`src/rtl/odo_rosc_meas_ctrl.sv`:
```
// Odometer ring-oscillator measurement sequencer.
// Runs the reference ROSC and then the stressed ROSC, one at a time. Each one
// settles first and then has its rising edges counted over a programmable
// window. Both counts and their signed difference are handed to readout over
// a valid/ready handshake.

// Per-oscillator front end: 2-FF synchronizer, previous-value flop, rise detect.
module odo_rosc_edge (
  input  logic clk,
  input  logic rst,
  input  logic osc,
  output logic rise
);
  logic [1:0] sync;
  logic       prev;

  // Synchronize the asynchronous oscillator and keep one cycle of history.
  always_ff @(posedge clk or posedge rst) begin
    if (rst) begin
      sync <= '0;
      prev <= 1'b0;
    end else begin
      sync <= {sync[0], osc};
      prev <= sync[1];
    end
  end

  assign rise = sync[1] & ~prev;
endmodule

module odo_rosc_meas_ctrl #(
  parameter int CNT_W  = 16,
  parameter int WIN_W  = 16,
  parameter int SETTLE = 8
) (
  input  logic             clk,
  input  logic             rst,
  input  logic             start,
  input  logic             abort,
  input  logic [WIN_W-1:0] win_len,
  input  logic             osc_ref,
  input  logic             osc_str,
  output logic             en_ref,
  output logic             en_str,
  output logic             busy,
  output logic             valid,
  input  logic             ready,
  output logic [CNT_W-1:0] cnt_ref,
  output logic [CNT_W-1:0] cnt_str,
  output logic [CNT_W:0]   diff,
  output logic             sat
);
  localparam int NUM_LANES = 2;  // lane 0 = reference, lane 1 = stressed
  localparam int SET_W     = $clog2(SETTLE) + 1;
  localparam int TMR_W     = (WIN_W > SET_W) ? WIN_W : SET_W;
  localparam logic [TMR_W-1:0] SET_LD = TMR_W'(SETTLE - 1);

  typedef enum logic [2:0] {IDLE, SET_R, CNT_R, SET_S, CNT_S, REPORT} state_t;

  state_t                 state;
  logic [WIN_W-1:0]       win;
  logic [TMR_W-1:0]       tmr;
  logic [NUM_LANES-1:0]   osc;
  logic [NUM_LANES-1:0]   rise;
  logic [CNT_W-1:0]       ref_nxt, str_nxt;
  logic [TMR_W-1:0]       win_ld;

  assign osc    = {osc_str, osc_ref};
  assign win_ld = TMR_W'(win - 1'b1);

  // Both synchronizers run continuously, whatever the sequencer state.
  for (genvar g = 0; g < NUM_LANES; g++) begin : g_lane
    odo_rosc_edge u_edge (
      .clk  (clk),
      .rst  (rst),
      .osc  (osc[g]),
      .rise (rise[g])
    );
  end

  // Saturating next counts. They are used only inside the matching count
  // window, and the stressed one also feeds DIFF on entry to REPORT so that
  // an edge seen in the final window cycle is included.
  always_comb begin
    ref_nxt = cnt_ref;
    str_nxt = cnt_str;
    if (rise[0] && !(&cnt_ref)) ref_nxt = cnt_ref + 1'b1;
    if (rise[1] && !(&cnt_str)) str_nxt = cnt_str + 1'b1;
  end

  // Sequencer. The enables, busy and valid are registered from the next state.
  always_ff @(posedge clk or posedge rst) begin
    if (rst) begin
      state   <= IDLE;
      win     <= '0;
      tmr     <= '0;
      en_ref  <= 1'b0;
      en_str  <= 1'b0;
      busy    <= 1'b0;
      valid   <= 1'b0;
      cnt_ref <= '0;
      cnt_str <= '0;
      diff    <= '0;
      sat     <= 1'b0;
    end else if (abort) begin
      // Partial counts are kept. A pending result is dropped.
      state  <= IDLE;
      en_ref <= 1'b0;
      en_str <= 1'b0;
      busy   <= 1'b0;
      valid  <= 1'b0;
    end else begin
      case (state)
        IDLE: begin
          if (start && win_len != '0) begin
            win     <= win_len;
            cnt_ref <= '0;
            cnt_str <= '0;
            sat     <= 1'b0;
            tmr     <= SET_LD;
            state   <= SET_R;
            en_ref  <= 1'b1;
            busy    <= 1'b1;
          end
        end
        SET_R: begin
          if (tmr == '0) begin
            tmr   <= win_ld;
            state <= CNT_R;
          end else tmr <= tmr - 1'b1;
        end
        CNT_R: begin
          cnt_ref <= ref_nxt;
          if (rise[0] && (&cnt_ref)) sat <= 1'b1;
          if (tmr == '0) begin
            tmr    <= SET_LD;
            state  <= SET_S;
            en_ref <= 1'b0;
            en_str <= 1'b1;
          end else tmr <= tmr - 1'b1;
        end
        SET_S: begin
          if (tmr == '0) begin
            tmr   <= win_ld;
            state <= CNT_S;
          end else tmr <= tmr - 1'b1;
        end
        CNT_S: begin
          cnt_str <= str_nxt;
          if (rise[1] && (&cnt_str)) sat <= 1'b1;
          if (tmr == '0) begin
            state  <= REPORT;
            en_str <= 1'b0;
            valid  <= 1'b1;
            diff   <= {1'b0, str_nxt} - {1'b0, cnt_ref};
          end else tmr <= tmr - 1'b1;
        end
        REPORT: begin
          if (ready) begin
            state <= IDLE;
            valid <= 1'b0;
            busy  <= 1'b0;
          end
        end
        default: begin
          state  <= IDLE;
          en_ref <= 1'b0;
          en_str <= 1'b0;
          busy   <= 1'b0;
          valid  <= 1'b0;
        end
      endcase
    end
  end
endmodule
```
`config.mk`:
```
export PLATFORM = sky130hd
export DESIGN_NAME = odo_rosc_meas_ctrl
export DESIGN_NICKNAME = d
export VERILOG_FILES = /design/src/rtl/odo_rosc_meas_ctrl.sv
export SDC_FILE = /design/constraint.sdc
export NUM_CORES = 1
export LEC_CHECK = 0
export CAP_MARGIN = 20
export CORE_UTILIZATION = 56
export CTS_CLUSTER_SIZE = 24
export DETAILED_ROUTE_END_ITERATION = 10
export PLACE_DENSITY_LB_ADDON = 0.05
export SYNTH_ARGS = -nofsm -noshare
export SYNTH_HDL_FRONTEND = slang
export SYNTH_SLANG_ARGS = --single-unit
```
`constraint.sdc`:
```
create_clock -name clk -period 3.9 [get_ports clk]
set_input_delay 0.585 -clock clk [delete_from_list [all_inputs] [get_ports clk]]
set_output_delay 0.585 -clock clk [all_outputs]
set_load 0.02 [all_outputs]
```
==> reports/qor.csv <==
stage,metric,value,unit
status,status,"complete, no violations",
synthesis,Mapped Cells,656,
global_route,GR Layer Usage met3,5.43,%
synthesis,top-count cell post-synth,dfrtp_1,
setup_path,combined buffer and inverter count along the critical path,1,
clock_network,clk sinks,95,
drt,Routed WL,15200,um
drt,routed len/inst,17.6,um
sta,Clock Skews,0.00944,ns
synthesis,Post-Synth Simple-Gate Area,23.2,%
setup_path,critical-path cell list,"ha_1, and3_1, nand3_1, nor2_2, nor2b_1, buf_4, nand4_1, xnor2_1, ha_1, o21a_1, o31a_1, nor2_1, o311ai_1, a31oi_1, xor2_1, o21ai_0",
place,RePlAce Congestion,0.870,
floorplan,Starting Density,57.8,%
sta,period utilization,95.1,%
setup_path,"Max stage delay cell, worst path",o311ai_1,
drt,First-pass DRT Iterations,5,
drt,drt drc,0,
pwr,power density over cell area,306,mW/mm^2
clock_network,Num CTS Buffers,9,
final_layout,"Core Util, Final",67.7,%
synthesis,fraction of registers with async set/reset,100,%
setup_path,Critical Path RT,4.19,ns
setup_path,Critical Path Fanout Max,11,
synthesis,Yosys cell types,70,
final_layout,area of the multi-input gates,0.00334,sq mm
global_route,GRT Resource Usage Total,29.0,%
global_route,first-pass GRT wire length,25000,um
floorplan,Die ar.,0.0111,sq mm
final_layout,Sequential Area,0.00238,sq mm
floorplan,std cell rows,37,
sta,Max Slew Vio Count,0,
setup_path,critical path arrival,4.00,ns
drt,ANT nets after route,0,
clock_network,CTS tree,done,
pwr,Power Total,2.14,mW
synthesis,Syn Std Cell Area,0.00596,sq mm
setup_path,CP max stage delay,0.57,ns
drt,Vias,5234,
setup_path,CP Class,reg -> reg,
synthesis,Area contributors post-synth,"dfrtp_1 (40%), xnor2_1 (5.4%), nand2_1 (4.5%)",
hold_path,worst min path class,reg -> reg,
global_route,gr busiest metal,met2,
global_route,vias in the first global route,5005,
clock_network,postcts setup bufs,0,
synthesis,Post-Syn Nets,701,
clock_network,clk_lat worst skew,0.37,ns
final_layout,ANT cells,0,
setup_path,crit start category,flop,
final_layout,NumNets Final,768,
place,post-placement worst setup slack,0.158,ns
synthesis,post-synthesis xor/xnor area fraction,7.79,%
sta,final setup violation count,0,
sta,"Hold Vio Cnt, Final",0,
global_route,grt met1 use,42.3,%
setup_path,cell repeated most along the worst path,ha_1,
synthesis,Mean Syn Cell Area,9.09,sq um
sta,Relative slew margins,45.6,%
floorplan,Core Area,0.0103,sq mm
place,I/O Buffers,76,
global_route,grt met2 use,42.8,%
clock_network,Hold Buf Count CTS,0,
final_layout,area delta synth->final,17.2,%
synthesis,Yosys top cell area share,39.9,%
sta,setup ws final,0.193,ns
setup_path,endpoint type of the worst setup path,flop,
synthesis,Ys Warns,0,
drt,drt first-iter violations,407,
place,Detail Placement HPWL,11300,um
synthesis,most frequent cells after synthesis,"dfrtp_1 (95), nand2_1 (71), nor2_1 (62), o21ai_0 (40), xnor2_1 (37)",
synthesis,number of enable flip-flop cells after synthesis,0,
setup_path,CP top delay family,compound AO/OA/AOI/OAI gates,
pwr,Worst VDD drop,0.254,mV
floorplan,I/O pins,77,
synthesis,"area leader, netlist",dfrtp_1,
clock_network,Clock Tree Root,clkbuf_8,
global_route,largest net degree at the start of global routing,44,
synthesis,Compound-Gate Fraction of Synth Area,17.1,%
floorplan,die width,105,um
pwr,leakage,2.84,nW
sta,fin crit period,3.71,ns
global_route,initial antenna violation count,1,
drt,vias per cell,6.06,
synthesis,Post-Synth Adder-Cell Area,4.74,%
clock_network,CTS clock-pin slew for the worst setup and hold paths,0.09,ns
final_layout,layout cell share with drive strength beyond 1,11.3,%
synthesis,mux contribution to synthesized area,3.02,%
sta,RSZ-0062 raised after global routing,yes,
job,Max Cap Viol,0,
synthesis,Synth Register Bits,95,
clock_network,CTS Buffer Depth,2,
synthesis,sequential area share after synthesis,39.9,%
synthesis,main combinational cell family by area after synthesis,simple AND/OR/NAND/NOR gates,
floorplan,die height,105,um
synthesis,Most used DFF post-synth,dfrtp_1,
final_layout,Fillers,812,
sta,fmax,270,MHz
sta,setup_tns,0,ns
clock_network,H-tree depth,3,
sta,worst-margin pin slew,0.816,ns
global_route,grt ovf,0,
[registers in the layout, summed over array words and instances (netlist names)]
register	count
en_ref	1
cnt_ref	16
state	3
busy	1
win	16
sat	1
tmr	16
g_lane.u_edge.prev	2
valid	1
en_str	1
cnt_str	16
diff	17
g_lane.u_edge.sync	4
[through the flow]
stage	instances	hold WS, ns	area (sq um)
2_1_floorplan	656	0.331	5960
3_3_place_gp	848	0.335	6790
3_5_place_dp	848	0.337	6790
4_1_cts	864	0.361	6970
5_1_grt	864	0.369	6990
6_report	864	0.352	6990
[final timing paths]
path,startpoint,endpoint,slack [ns],cells after the start
setup / recovery,cnt_str[0],diff[13],0.19,16
hold / removal,g_lane[0].u_edge.sync[0],g_lane[0].u_edge.sync[1],0.35,0
setup reg to reg,cnt_str[0],diff[13],0.19,16
hold reg to reg,g_lane[0].u_edge.sync[0],g_lane[0].u_edge.sync[1],0.35,0
max in group asynchronous,rst,g_lane[1].u_edge.prev,2.37,3
min in group asynchronous,rst,cnt_ref[4],0.65,2
[power breakdown]
group | total [mW] | internal [mW] | leakage, nW | switching (mW)
Clock | 0.606 | 0.249 | 0.0853 | 0.358
Combinational | 0.414 | 0.188 | 1.50 | 0.226
Sequential | 1.12 | 1.04 | 1.26 | 0.0773
Total | 2.14 | 1.48 | 2.84 | 0.661
[cells by family after synthesis]
logic type,count (synthesis)
AOI/OAI and AO/OA,153
xor gates and xnor gates,53
adders and majority gates,22
buffers and inverters,54
DFF,95
muxes,16
and+or+nand+nor,263
[area by class of cell]
type,instances,share of cell area [%]
multi-input combinational,507,47.8
inverter,26,1.42
clock inverter,5,0.484
timing repair buffer,84,11.7
tap,136,2.44
sequential,95,34.1
clock buffer,11,2.02
[repair_timing]
item,CTS,global route
setup endpoints to repair,0,6
resized for setup,0,6
endpoints found under the hold margin,0,0
[layer usage]
layer / routed length, um / share of wire (%)
met5: 0 / 0
met4: 231 / 1.5
met3: 1060 / 7.0
met2: 6720 / 44
met1: 7180 / 47
[placed cells by master (no fill, tap or decap), types with 21 or more instances in the layout]
cell | Yosys | layout
nor2_1 | 62 | 61
a21oi_1 | 22 | 21
clkdlybuf4s50_1 | 0 | 76
nand2_1 | 71 | 71
ha_1 | 21 | 21
xnor2_1 | 37 | 37
o21ai_0 | 40 | 40
dfrtp_1 | 95 | 93
nand3_1 | 22 | 22
inv_1 | 25 | 24
(Power assumes the default switching activity.)
